--- config.mk ---
export PLATFORM = sky130hd
export DESIGN_NAME = vga_timing
export DESIGN_NICKNAME = d
export VERILOG_FILES = /design/src/rtl/vga_timing_pkg.sv /design/src/rtl/vga_timing_mod_counter.sv /design/src/rtl/vga_timing.sv
export SDC_FILE = /design/constraint.sdc
export NUM_CORES = 1
export LEC_CHECK = 0
export CAP_MARGIN = 20
export CORE_UTILIZATION = 37
export DETAILED_ROUTE_END_ITERATION = 12
export GPL_ROUTABILITY_DRIVEN = 0
export PLACE_DENSITY = 0.71
export SLEW_MARGIN = 5
export SYNTH_ARGS = -nofsm -noshare
export SYNTH_HDL_FRONTEND = slang
export SYNTH_SLANG_ARGS = --single-unit
--- constraint.sdc ---
create_clock -name pclk -period 2.3 [get_ports pclk]
set_input_delay 0.69 -clock pclk [delete_from_list [all_inputs] [get_ports pclk]]
set_output_delay 0.69 -clock pclk [all_outputs]
set_load 0.1 [all_outputs]
--- src/rtl/vga_timing_pkg.sv ---
// -----------------------------------------------------------------------------
// vga_timing_pkg
// Shared screen-geometry definitions for the VGA pipeline. Holds the default
// 800x600@60 Hz mode (40 MHz pixel clock), the derived line/frame totals and
// the count width that every draw stage uses for hcount/vcount.
// Ports: none (package).
// -----------------------------------------------------------------------------
package vga_timing_pkg;

   localparam int CNT_W = 11;

   localparam int DEF_H_VISIBLE = 800;
   localparam int DEF_H_FP      = 40;
   localparam int DEF_H_SYNC    = 128;
   localparam int DEF_H_BP      = 88;
   localparam int DEF_H_TOTAL   = DEF_H_VISIBLE + DEF_H_FP + DEF_H_SYNC + DEF_H_BP;

   localparam int DEF_V_VISIBLE = 600;
   localparam int DEF_V_FP      = 1;
   localparam int DEF_V_SYNC    = 4;
   localparam int DEF_V_BP      = 23;
   localparam int DEF_V_TOTAL   = DEF_V_VISIBLE + DEF_V_FP + DEF_V_SYNC + DEF_V_BP;

   localparam int DEF_FCNT_W    = 16;

   // True when lo <= v < hi_excl (half-open window used for sync pulses).
   function automatic logic in_window(input logic [CNT_W-1:0] v,
                                      input logic [CNT_W-1:0] lo,
                                      input logic [CNT_W-1:0] hi_excl);
      return (v >= lo) && (v < hi_excl);
   endfunction

endpackage

--- src/rtl/vga_timing_mod_counter.sv ---
// -----------------------------------------------------------------------------
// mod_counter
// Modulo-MOD up-counter with enable. Counts 0..MOD-1, wrapping to 0.
// Ports:
//   pclk      in   clock, rising edge
//   reset     in   synchronous active-high reset (count -> 0)
//   inc       in   advance the count this cycle
//   count     out  registered count value
//   count_nxt out  value count takes on the next edge (lets the parent register
//                  decoded strobes so they line up with count)
//   wrap      out  inc is set and count is at MOD-1 (the next edge wraps)
// -----------------------------------------------------------------------------
module mod_counter #(
   parameter int MOD = 2,
   parameter int W   = 1
) (
   input  logic         pclk,
   input  logic         reset,
   input  logic         inc,
   output logic [W-1:0] count,
   output logic [W-1:0] count_nxt,
   output logic         wrap
);

   localparam logic [W-1:0] LAST = W'(MOD - 1);

   logic [W-1:0] count_q;
   logic [W-1:0] count_d;

   // Next-count and wrap decode.
   always_comb begin
      wrap = inc && (count_q == LAST);
      if (!inc) begin
         count_d = count_q;
      end else if (wrap) begin
         count_d = '0;
      end else begin
         count_d = count_q + W'(1);
      end
   end

   // Count register with synchronous reset.
   always_ff @(posedge pclk) begin
      if (reset) begin
         count_q <= '0;
      end else begin
         count_q <= count_d;
      end
   end

   assign count     = count_q;
   assign count_nxt = count_d;

endmodule

--- src/rtl/vga_timing.sv ---
// -----------------------------------------------------------------------------
// vga_timing
// Source end of the VGA pipeline: horizontal/vertical counters, sync and
// blanking strobes, plus a frame-start pulse and completed-frame counter.
// Every strobe is registered from the next-count values, so in any cycle the
// strobes describe exactly the hcount_out/vcount_out presented alongside them.
// Ports:
//   pclk        in   pixel clock, rising edge
//   reset       in   synchronous active-high reset
//   hcount_out  out  pixel index in line, 0..H_TOTAL-1
//   hsync_out   out  horizontal sync, active-high
//   hblnk_out   out  horizontal blanking
//   vcount_out  out  line index in frame, 0..V_TOTAL-1
//   vsync_out   out  vertical sync, active-high (whole lines)
//   vblnk_out   out  vertical blanking
//   frame_tick  out  one-cycle pulse coincident with counts (0,0) of a new frame
//   frame_cnt   out  completed-frame count, wraps modulo 2^FCNT_W
// -----------------------------------------------------------------------------
module vga_timing
   import vga_timing_pkg::*;
#(
   parameter int H_VISIBLE = DEF_H_VISIBLE,
   parameter int H_FP      = DEF_H_FP,
   parameter int H_SYNC    = DEF_H_SYNC,
   parameter int H_BP      = DEF_H_BP,
   parameter int V_VISIBLE = DEF_V_VISIBLE,
   parameter int V_FP      = DEF_V_FP,
   parameter int V_SYNC    = DEF_V_SYNC,
   parameter int V_BP      = DEF_V_BP,
   parameter int FCNT_W    = DEF_FCNT_W
) (
   input  logic              pclk,
   input  logic              reset,
   output logic [10:0]       hcount_out,
   output logic              hsync_out,
   output logic              hblnk_out,
   output logic [10:0]       vcount_out,
   output logic              vsync_out,
   output logic              vblnk_out,
   output logic              frame_tick,
   output logic [FCNT_W-1:0] frame_cnt
);

   localparam int H_TOTAL = H_VISIBLE + H_FP + H_SYNC + H_BP;
   localparam int V_TOTAL = V_VISIBLE + V_FP + V_SYNC + V_BP;

   localparam logic [CNT_W-1:0] HB_START = CNT_W'(H_VISIBLE);
   localparam logic [CNT_W-1:0] HS_START = CNT_W'(H_VISIBLE + H_FP);
   localparam logic [CNT_W-1:0] HS_END   = CNT_W'(H_VISIBLE + H_FP + H_SYNC);
   localparam logic [CNT_W-1:0] VB_START = CNT_W'(V_VISIBLE);
   localparam logic [CNT_W-1:0] VS_START = CNT_W'(V_VISIBLE + V_FP);
   localparam logic [CNT_W-1:0] VS_END   = CNT_W'(V_VISIBLE + V_FP + V_SYNC);

   logic [CNT_W-1:0]  hcount_s;
   logic [CNT_W-1:0]  h_nxt_s;
   logic              h_wrap_s;
   logic [CNT_W-1:0]  vcount_s;
   logic [CNT_W-1:0]  v_nxt_s;
   logic              v_wrap_s;

   logic              hsync_q, hsync_d;
   logic              hblnk_q, hblnk_d;
   logic              vsync_q, vsync_d;
   logic              vblnk_q, vblnk_d;
   logic              frame_tick_q, frame_tick_d;
   logic [FCNT_W-1:0] frame_cnt_q, frame_cnt_d;

   mod_counter #(.MOD(H_TOTAL), .W(CNT_W)) u_hcnt (
      .pclk      (pclk),
      .reset     (reset),
      .inc       (1'b1),
      .count     (hcount_s),
      .count_nxt (h_nxt_s),
      .wrap      (h_wrap_s)
   );

   // vcount only moves on the last pixel of a line, so its wrap marks the
   // final pixel of the frame.
   mod_counter #(.MOD(V_TOTAL), .W(CNT_W)) u_vcnt (
      .pclk      (pclk),
      .reset     (reset),
      .inc       (h_wrap_s),
      .count     (vcount_s),
      .count_nxt (v_nxt_s),
      .wrap      (v_wrap_s)
   );

   // Strobe decode from next counts so registered strobes align with counts.
   always_comb begin
      hblnk_d      = (h_nxt_s >= HB_START);
      hsync_d      = in_window(h_nxt_s, HS_START, HS_END);
      vblnk_d      = (v_nxt_s >= VB_START);
      vsync_d      = in_window(v_nxt_s, VS_START, VS_END);
      frame_tick_d = v_wrap_s;
      if (v_wrap_s) begin
         frame_cnt_d = frame_cnt_q + FCNT_W'(1);
      end else begin
         frame_cnt_d = frame_cnt_q;
      end
   end

   // Strobe and frame-counter registers; reset is deliberately not a frame start.
   always_ff @(posedge pclk) begin
      if (reset) begin
         hsync_q      <= 1'b0;
         hblnk_q      <= 1'b0;
         vsync_q      <= 1'b0;
         vblnk_q      <= 1'b0;
         frame_tick_q <= 1'b0;
         frame_cnt_q  <= '0;
      end else begin
         hsync_q      <= hsync_d;
         hblnk_q      <= hblnk_d;
         vsync_q      <= vsync_d;
         vblnk_q      <= vblnk_d;
         frame_tick_q <= frame_tick_d;
         frame_cnt_q  <= frame_cnt_d;
      end
   end

   assign hcount_out = hcount_s;
   assign vcount_out = vcount_s;
   assign hsync_out  = hsync_q;
   assign hblnk_out  = hblnk_q;
   assign vsync_out  = vsync_q;
   assign vblnk_out  = vblnk_q;
   assign frame_tick = frame_tick_q;
   assign frame_cnt  = frame_cnt_q;

endmodule

* After elaboration in Yosys (flattened, before gate mapping)
Cells that the tools add are included.
W data, S select, Z words.
** Storage, ports and cells
- Bits in registers :: 43
- Output and inout bits :: 43
** Cells by class
- Multiplexer cells :: 3
- Magnitude comparators :: 6
- Add/subtract/negate cells :: 3
- Reductions and logical operators :: 3
- Equal/unequal tests :: 2
** Operators with widths (number)
- $ge A11 B10 Y1 const B :: 4
- $mux W11 :: 3
- $add A11 B1 Y11 const B :: 2
- $lt A11 B10 Y1 const B :: 2
- $add A16 B1 Y16 const B :: 1
- $eq A11 B10 Y1 const B :: 1
- $eq A11 B11 Y1 const B :: 1
- $logic_and A1 B1 Y1 :: 3

* Logic depth before layout (Yosys ltp)
Gate-level depths: netlist (run 1).
- Depth in word-level cells :: 6
- Mapped depth :: 8
- Gate-level depth less buffers :: 7

* By module
Synthesis (run 1) repeated with hierarchy kept, for this count alone.
** Second synthesis, totals
- Cells, all modules :: 245
- Area, all modules :: 2195.9 sq um
** By module, submodules not included
- vga_timing :: area each 953.4 sq um, instances 1, cells each 107, seq. area each 420.4 sq um
- mod_counter at u_hcnt :: area each 623.1 sq um, instances 1, cells each 70, seq. area each 220.2 sq um
- mod_counter at u_vcnt :: area each 619.3 sq um, instances 1, cells each 68, seq. area each 220.2 sq um

* Least setup slack after synthesis (run 1)
No wires, ideal clock.
- Path kind :: register to register
- From :: reg u_hcnt.count_q[0], in the netlist u_hcnt.count[0]
- To :: reg vsync_q, in the netlist vsync_out
- Setup slack :: -0.811 ns
- Buffers on the path :: 0
- Stages on the path, launching flop included :: 8
- Period minus slack after synthesis :: 3.111 ns
- Data arrival time :: 3.050 ns
- Setup time :: 0.061 ns
- Required time :: 2.239 ns
- Cell sequence :: dfxtp_1 > ha_1 > nand4_1 > or4_4 > nor4_4 > xnor2_1 > a21boi_2 > and4_1
** On the way
- Longest elaborated chain between the ends :: 6
** Ends and longest elaborated chain
- start: declaration :: RTL line vga_timing_mod_counter.sv:27 : logic [W-1:0] count_q;
- start signal: assignment :: RTL line vga_timing_mod_counter.sv:47 : count_q <= count_d;
- $eq A11 B11 Y1 (*) :: RTL line vga_timing_mod_counter.sv:32 : wrap = inc && (count_q == LAST);
- $logic_and A1 B1 Y1 :: RTL line vga_timing_mod_counter.sv:32
- $mux W11 :: RTL line vga_timing_mod_counter.sv:35 : end else if (wrap) begin
- $mux W11 (*) :: RTL line vga_timing_mod_counter.sv:33 : if (!inc) begin
- $ge A11 B10 Y1 / $lt A11 B10 Y1 (equally long branches) :: RTL line vga_timing_pkg.sv:30 : return (v >= lo) && (v < hi_excl);
- $logic_and A1 B1 Y1 (*) :: RTL line vga_timing_pkg.sv:30
- end signal: assignment :: RTL line vga_timing.sv:114 : vsync_q <= vsync_d;
- end: declaration :: RTL line vga_timing.sv:63 : logic vsync_q, vsync_d;
Mark *: on every way between the ends. The rest lies on a longest branch, timed or not.
A chain may end at the register's enable or synchronous reset.

* Final worst setup path (run 1)
- From :: reg u_hcnt.count_q[9], in the netlist u_hcnt.count[9]
- To :: reg frame_cnt_q[7], in the netlist frame_cnt[7]
** On the way
- Longest elaborated chain between the ends :: 2
** Ends and longest elaborated chain
- $eq A11 B11 Y1 :: RTL line vga_timing_mod_counter.sv:32
- $logic_and A1 B1 Y1 :: RTL line vga_timing_mod_counter.sv:32
- end signal: assignment :: RTL line vga_timing.sv:117 : frame_cnt_q <= frame_cnt_d;
- end: declaration :: RTL line vga_timing.sv:66 : logic [FCNT_W-1:0] frame_cnt_q, frame_cnt_d;
Every way passes these cells.

==> key figures, run 1 <==
Timing
  • Max Slew Vio Count: 0
  • Rel. slew slack: 67.1%
  • Setup ws final: ~78 ps
  • Clock Skew: 9.14 ps
  • Fmax: 0.450 GHz
  • Setup violators final: 0
  • Post-route minimum period: between 2000 and 2500 ps
  • Final period utilization: a little over nine tenths
  • RSZ-0062 raised after global routing: true
  • Least-Margin Pin Slew: 493 ps
  • Hold Fails Final Rpt: 0
  • Setup TNS: 0 ps

Die
  • Top Ports: 45
  • Die W: 79.4 um
  • Height of the die: around 79 um
  • Cell Rows: 27
  • Initial Util: 39.3%
  • Total Die Area: between 6000 and 7000 um^2
  • Core area: 5640 um^2

Place
  • Post-DP Area: 2770 um^2
  • Port Buffers: 44
  • Post-placement setup slack: approximately 94 ps
  • Post-DP HPWL: 3.90 mm

Layout
  • Area Overhead vs Synth: 29.5%
  • Finished Core Util: 50.9%
  • Fraction of final layout cells with drive strength greater than 1: 31.2%
  • Post-route cell area: 2870 um^2
  • Most common cell after layout, fill and taps aside: buf_4
  • Fin nets: 322
  • # diodes: 0
  • FILL cells: 540
  • Commonest cells after routing, fill and taps aside: buf_4 (57), nor2_1 (36), dfxtp_1 (22)

Clock tree
  • Num Clock Sinks: 43
  • Count of cells resized by post-cts repair: 0
  • Clock root buffer master: clkbuf_8
  • CTS max path bufs: 2
  • Skew-Pair Late Insertion Delay: 290 ps
  • TritonCTS clock tree: built
  • Postcts setup bufs: 0
  • Total CTS buffers: 5
  • Clock transition at the registers of the reported paths: 80 ps
  • Hold buffers post-CTS: 0
  • Htree depth: 2

Routing
  • Iteration-0 DRC Markers: 112
  • # DRC: 0
  • Total vias in the final route: 2066
  • DRT antenna net count: 0
  • Final WL: 5.20 mm
  • Via density: about 5.3
  • First drt pass iteration count: 4
  • Wire per inst: 13.4 um

Global routing
  • GRT overflow: 0
  • First-pass GRT wire length: about 8.5 mm
  • Pin count of the biggest net entering global routing: 19
  • Vias in the first global route: 1810
  • Gr usage total: 17.1%
  • Antenna violations before repair: 0

Yosys
  • FF+latch count, synth: 43
  • Leading area contributor after synthesis: dfxtp_1
  • Yosys top cell area share: between 30% and 40%
  • Number of library cell types mapped by synthesis: 47
  • Syn avg cell area: 8.37 um^2
  • Mapped Area: about 2200 um^2
  • Top FF cell, synth: dfxtp_1
  • Sequential share of the synthesized area: between 30% and 40%
  • Syn nets: 271
  • Post-synth EDFFs: 0
  • Top cells by area, synth: dfxtp_1 (39%), xnor2_1 (6.3%), xor2_1 (6.3%), nor2_1 (6.1%), nand3_1 (3.8%)
  • Total number of yosys warnings: 0
  • Mapped Cells: 265
  • Post-synth ARST share: 0%

Setup path
  • Setup crit end kind: flip-flop
  • Critical Path Start: u_hcnt.count[9]
  • Crit Path Class: reg -> reg
  • WP data required: 2530 ps
  • R2r setup slk: approximately 78 ps
  • Critical path launch point type: flip-flop
  • Critical Path End: frame_cnt[7]
  • R2R Path End: frame_cnt[7]
  • Crit Path Max Fanout: 7
  • WP data arrival: 2450 ps
  • Worst R2R Path Depth: 6
  • RR Startpoint: u_hcnt.count[9]

Outcome
  • Outcome: finished, final reports clean

Run
  • Max cap viols: 0

Power
  • Peak supply drop: 0.000287 V
  • Clock share of power: 37.7%
  • Leakage power: 1.16 nW
  • Pwr per Cell Area: 453 nW/um^2
  • Sequential share of power: 57.3%
  • Final Power: 0.00130 W
  • Sw Pwr: between 0.0003 and 0.0004 W
  • Int Pwr: 0.000995 W
  • Combinational Power Share: 4.9%
  • Switching part of the total: approximately a quarter

Min path
  • Hold Path Class: reg -> reg
## cell type report
cell class / instances / area, um^2 / area share [%]
tap: 72 / 90.1 / 3.14
inverter: 5 / 18.8 / 0.654
timing repair buffer: 59 / 458 / 16.0
clock buffer: 7 / 86.3 / 3.01
sequential: 43 / 915 / 31.9
multi-input combinational: 202 / 1300 / 45.2
clock inverter: 1 / 3.75 / 0.131
## Yosys cell counts, drive strengths merged, types with 8 or more instances
cell type / n
nand3: 17
nor2: 36
dfxtp: 43
xor2: 16
nor4: 14
nand2: 19
xnor2: 16
a21oi: 9
nor3: 12
o21ai: 8
clkbuf: 13
## how the worst min path moves through the flow
stage / startpoint / to / slack (ps) / depth (start not counted)
2_1_floorplan: u_hcnt.count[0] / u_hcnt.count[0] / 680 / 1
3_3_place_gp: u_hcnt.count[0] / u_hcnt.count[0] / 450 / 1
3_5_place_dp: u_hcnt.count[0] / u_hcnt.count[0] / 460 / 1
4_1_cts: u_hcnt.count[0] / u_hcnt.count[0] / 470 / 1
5_1_grt: u_hcnt.count[0] / u_hcnt.count[0] / 490 / 1
6_report: u_hcnt.count[0] / u_hcnt.count[0] / 470 / 1
## logic make-up (layout without fill, tap and decap cells)
family / after synthesis / after routing / synth area share [%]
AOI/OAI and AO/OA: 28 / 28 / 8.41
buffers and inverters: 20 / 72 / 3.72
DFF: 43 / 43 / 38.8
and+or+nand+nor: 136 / 136 / 33.2
muxes: 2 / 2 / 0.959
xor gates and xnor gates: 32 / 32 / 12.6
adders and majority gates: 4 / 4 / 2.26
## per-stage QoR
step / hold WS [ps] / instances
after floorplan: 677 / 265
after global placement: 455 / 381
after detailed placement: 458 / 381
after CTS: 470 / 389
after global routing: 486 / 389
final: 467 / 389
## routing by layer
layer	share of wire [%]	global-route usage [%]
met2	46	28.6
met5	0	0
met1	48	22.1
met4	0.52	4.36
met3	5.3	3.77
## flip-flops by register name, summed over array words and instances, names as in the netlist
name	count
hsync_out	1
frame_cnt	16
u_hcnt.count	11
frame_tick	1
hblnk_out	1
u_vcnt.count	11
vsync_out	1
vblnk_out	1
## power by group through the flow
stage	clock network (W)	registers [W]	logic, W
floorplan	0	0.000794	0.0000207
global placement	0	0.000763	0.0000644
detailed placement	0	0.000764	0.0000647
CTS	0.000510	0.000746	0.0000651
global route	0.000531	0.000747	0.0000676
finish	0.000490	0.000746	0.0000642
## worst max-delay path, cell delays in order (launching register included)
cell	delay, ps
dfxtp_4	370
or4b_4	570
nor4_2	320
nand2_1	150
or2_1	280
or3_1	320
a21oi_1	130
Note: power is estimated with default switching activity, not from simulation.
==> inputs of run 2 (changes only) <==
Settings changed: PLACE_DENSITY 0.71 to 0.69.
Clock period 2.3 ns to 2.49 ns, I/O delays scaled along.
==> run 2 against run 1 <==
Register-to-register slack better by 110 ps. Setup slack better by 110 ps. Cell count down 1.5%. Combinational power down 7.8%. Largest cell class unchanged. Critical path depth unchanged. Routed wire length down 6.0%. Die area unchanged. Clock power up 16%. Worst hold slack worse by 18 ps.
==> key figures, run 2 (synthesis results as in run 1) <==
Global routing
  • Pin count of the biggest net entering global routing: 33
  • Vias in the first global route: 1800
  • Antenna violations before repair: 0
  • GRT overflow: 0
  • Gr usage total: around 17%
  • First-pass GRT wire length: ~8.4 mm

Layout
  • Finished Core Util: 50.0%
  • Most common cell after layout, fill and taps aside: buf_4
  • Fraction of final layout cells with drive strength greater than 1: 28.9%
  • Fin nets: 316
  • FILL cells: between 500 and 600
  • Area Overhead vs Synth: 27.1%
  • Commonest cells after routing, fill and taps aside: buf_4 (51), nor2_1 (36), dfxtp_1 (25)
  • # diodes: 0
  • Post-route cell area: ~2800 um^2
  • Max reg flops: 16

Die
  • Height of the die: 79.4 um
  • Top Ports: 45
  • Total Die Area: 6310 um^2
  • Die W: 79.4 um
  • Core area: 5640 um^2
  • Initial Util: 39.3%
  • Cell Rows: 27

Routing
  • # DRC: 0
  • Via density: between 5 and 6
  • First drt pass iteration count: 4
  • Iteration-0 DRC Markers: 120
  • Final WL: 4.89 mm
  • Total vias in the final route: 1981
  • Wire per inst: 12.8 um
  • DRT antenna net count: 0

Clock tree
  • Htree depth: 2
  • TritonCTS clock tree: built
  • CTS max path bufs: 2
  • Clock root buffer master: clkbuf_8
  • Num Clock Sinks: between 40 and 50
  • Clock transition at the registers of the reported paths: roughly 80 ps
  • Skew-Pair Late Insertion Delay: 300 ps
  • Total CTS buffers: 5

Setup path
  • Critical path launch point type: flip-flop
  • Crit path max-delay family: simple AND/OR/NAND/NOR gates
  • Crit Path Class: reg -> reg
  • Crit Path Max Fanout: 7
  • Cell Chain, Critical Path: or4b_4 > or4_4 > nor4_4 > xnor2_1 > a21boi_2 > and4_1
  • CP bufs+invs: 0
  • WP data required: ~2700 ps
  • CP peak stage delay: 570 ps
  • WP data arrival: between 2000 and 3000 ps
  • Setup crit end kind: flip-flop
  • Worst path slowest cell: or4b_4

Timing
  • Fmax: 0.434 GHz
  • Rel. slew slack: 66.8%
  • Max Slew Vio Count: 0
  • RSZ-0062 raised after global routing: false
  • Post-route minimum period: 2310 ps
  • Final period utilization: between 90% and 100%
  • Clock Skew: around 2.5 ps
  • Least-Margin Pin Slew: 493 ps
  • Hold Fails Final Rpt: 0
  • WHS: 448 ps
  • Setup violators final: 0

Power
  • Leakage power: 1.14 nW
  • Pwr per Cell Area: between 400 and 500 nW/um^2
  • Final Power: 0.00132 W
  • Peak supply drop: approximately 0.00026 V

Run
  • Max cap viols: 0

Place
  • Port Buffers: 44
  • Post-DP Area: about 2700 um^2
  • Post-DP HPWL: roughly 3.6 mm

Outcome
  • Outcome: finished, final reports clean

Min path
  • Hold Path Class: reg -> reg
[run 2: repair_timing]
action                                  4_1_cts  5_1_grt
setup buffers                                 0        0
hold buffers                                  0        0
resized for setup                             0        0
endpoints found under the setup margin        0        1
endpoints found under the hold margin         0        0
[run 2: layout make-up]
| type | instances | area, um^2 | area share (%) |
|---|---|---|---|
| Inverter | 5 | 18.8 | 0.666 |
| Multi-Input combinational cell | 202 | 1280 | 45.3 |
| Timing Repair Buffer | 53 | 413 | 14.6 |
| Clock inverter | 2 | 35.0 | 1.24 |
| Sequential cell | 43 | 903 | 32.0 |
| Tap cell | 72 | 90.1 | 3.20 |
| Clock buffer | 6 | 82.6 | 2.93 |
[run 2: routing by layer]
metal  part of all wire [%]  wire length [um]  global-route usage, %  up-vias
li1                       -                 -                      -     1025
met1                     50              2420                   23.2      891
met2                     43              2130                   25.6       56
met3                    5.1               250                   3.77        9
met4                    1.8                88                   7.45        0
met5                      0                 0                      0        -
[run 2: final timing paths]
| check | end | cells past startpoint | slack [ps] | from |
|---|---|---|---|---|
| setup / recovery | vsync_out | 6 | 180 | u_hcnt.count[9] |
| setup reg to reg | vsync_out | 6 | 180 | u_hcnt.count[9] |
| hold / removal | u_hcnt.count[0] | 1 | 450 | u_hcnt.count[0] |
| hold reg to reg | u_hcnt.count[0] | 1 | 450 | u_hcnt.count[0] |
[run 2: metrics by stage]
stage | worst slack, ps | TNS [ps] | std cells
global placement | 142 | 0 | 375
global route | 56.7 | 0 | 383
finish | 185 | 0 | 383
floorplan | -58.1 | -58.1 | 265
detailed placement | 95.1 | 0 | 375
CTS | 86.6 | 0 | 383
[run 2: worst reg2reg max path: cells and delay by family, from the launching register on]
| kind | cells | cell delay, ps |
|---|---|---|
| and+or+nand+nor | 4 | 1500 |
| DFF | 1 | 370 |
| xor gates and xnor gates | 1 | 170 |
| AOI/OAI and AO/OA | 1 | 220 |
[run 2: power by group]
group          switching [W]  internal (W)  total [W]  leakage, nW
Combinational      0.0000448     0.0000143  0.0000592        0.721
Sequential        0.00000538      0.000685   0.000691        0.358
Clock               0.000244      0.000325   0.000569       0.0612
Total               0.000294       0.00102    0.00132         1.14
==> inputs of run 3 (changes only) <==
Settings changed: GPL_TIMING_DRIVEN set to 0.
==> run 3 against run 2 <==
Critical path depth shrank 5. Setup slack lost 90 ps. Cell count grew 1.8%. Design area grew 3.3%. Non-clock buffer count grew 7. Worst hold slack gained 1.3 ps. Utilization grew 1.7 points. Largest cell class unchanged. Flip-flop and latch count is the same. Register-to-register slack lost 80 ps. Largest power group unchanged. Critical endpoint is now vcount_out[7].
==> key figures, run 3 (synthesis results as in run 1) <==
Timing
  • Fmax: 0.417 GHz
  • Setup TNS: 0 ps
  • Final period utilization: ~96%
  • Clock Skew: 8.74 ps
  • Least-Margin Pin Slew: around 970 ps
  • Rel. slew slack: 35.4%
  • RSZ-0062 raised after global routing: true
  • Setup violators final: 0
  • Post-route minimum period: 2400 ps
  • Hold Fails Final Rpt: 0
  • Max Slew Vio Count: 0

Setup path
  • R2r setup slk: 100 ps
  • Worst R2R Path Depth: 7
  • Crit Path Class: reg -> out
  • WP data arrival: 1650 ps
  • R2R Path End: frame_cnt[9]
  • WP data required: 1740 ps
  • Critical path launch point type: flip-flop
  • CP peak stage delay: 890 ps
  • Crit Path Max Fanout: 7
  • Cell Chain, Critical Path: dlygate4sd2_1
  • Setup crit end kind: output pin
  • RR Startpoint: u_hcnt.count[9]
  • CP bufs+invs: 1
  • Critical Path Start: u_vcnt.count[7]
  • Worst path slowest cell: dlygate4sd2_1
  • Crit path max-delay family: buffers and inverters

Clock tree
  • Skew-Pair Late Insertion Delay: 300 ps
  • Htree depth: 2
  • CTS max path bufs: 2
  • Hold buffers post-CTS: 0
  • Total CTS buffers: 5
  • Clock transition at the registers of the reported paths: 80 ps
  • Clock root buffer master: clkbuf_8
  • Num Clock Sinks: 43
  • TritonCTS clock tree: built

Die
  • Die W: 79.4 um
  • Height of the die: approximately 79 um
  • Top Ports: 45
  • Cell Rows: 27
  • Initial Util: around two fifths
  • Total Die Area: 6310 um^2
  • Core area: 5640 um^2

Outcome
  • Outcome: finished, final reports clean

Global routing
  • Pin count of the biggest net entering global routing: 14
  • GRT overflow: 0
  • Antenna violations before repair: 0
  • Vias in the first global route: around 1900
  • Gr usage total: 17.7%
  • First-pass GRT wire length: ~8.6 mm

Place
  • Port Buffers: 44
  • DP Cell Count: approximately 380
  • Post-DP HPWL: around 3.7 mm

Layout
  • Fraction of final layout cells with drive strength greater than 1: between 10% and 20%
  • Fin nets: around 320
  • Layout Cells excl Fill: 390
  • Commonest cells after routing, fill and taps aside: dlygate4sd2_1 (40), nor2_1 (36), dfxtp_1 (25)
  • Area Overhead vs Synth: 31.4%
  • # diodes: 0
  • Max reg flops: 16
  • Most common cell after layout, fill and taps aside: dlygate4sd2_1

Power
  • Pwr per Cell Area: 428 nW/um^2
  • Peak supply drop: 0.000241 V
  • Leakage power: 1.27 nW

Routing
  • First drt pass iteration count: 4
  • # DRC: 0
  • Iteration-0 DRC Markers: 107
  • Final WL: 5.16 mm
  • Total vias in the final route: a little over 2000
  • Wire per inst: 13.2 um
  • Via density: ~5.3
  • DRT antenna net count: 0

Min path
  • Hold wc startpoint: u_hcnt.count[0]
  • Hold endpoint: u_hcnt.count[0]
  • Hold Path Stages: 1
  • Hold Path Class: reg -> reg

Run
  • Max cap viols: 0
-- run 3: cell type report --
type                            count  area, um^2
Clock buffer                        7        96.3
Clock inverter                      1        7.51
Fill cell                         554        2730
Tap cell                           72        90.1
Inverter                            5        18.8
Timing Repair Buffer               46         413
Sequential cell                    43         903
Multi-Input combinational cell    202        1320
Buffer                             14        61.3
-- run 3: power breakdown --
group	switching (W)	internal [W]	leakage, nW
logic	0.0000494	0.0000116	0.865
clock network	0.000246	0.000252	0.0505
registers	0.00000361	0.000685	0.358
-- run 3: through the flow --
stage / utilization, % / area (um^2) / worst slack (ps) / hold WS (ps) / total power, W
floorplan: - / 2260 / -58.1 / 670 / 0.000752
global placement: 49.5 / 2790 / -42.2 / 442 / 0.000769
detailed placement: 49.5 / 2790 / -42.5 / 443 / 0.000770
CTS: 50.8 / 2860 / 1.51 / 454 / 0.00126
global route: 51.6 / 2910 / -66.3 / 466 / 0.00130
finish: 51.6 / 2910 / 94.3 / 450 / 0.00125
-- run 3: per-layer routing --
| metal | routed length, um | global-route usage [%] |
|---|---|---|
| met2 | 2320 | 28.1 |
| met5 | 0 | 0 |
| met3 | 324 | 4.69 |
| met1 | 2450 | 23.1 |
| met4 | 63 | 5.82 |
-- run 3: worst max path at each step --
| stage | to | depth (start not counted) | slack [ps] |
|---|---|---|---|
| 2_1_floorplan | vsync_out | 7 | -60 |
| 3_3_place_gp | vsync_out | 7 | -40 |
| 3_5_place_dp | vsync_out | 7 | -40 |
| 4_1_cts | frame_cnt[9] | 7 | 2 |
| 5_1_grt | frame_cnt[7] | 7 | -70 |
| 6_report | vcount_out[7] | 1 | 90 |
-- run 3: what timing repair did --
action | in CTS | in global routing
pin swaps | 3 | 4
endpoints found under the setup margin | 45 | 14
gates resized for setup | 41 | 13
buffers inserted | 2 | 0
hold endpoints to repair | 0 | 0
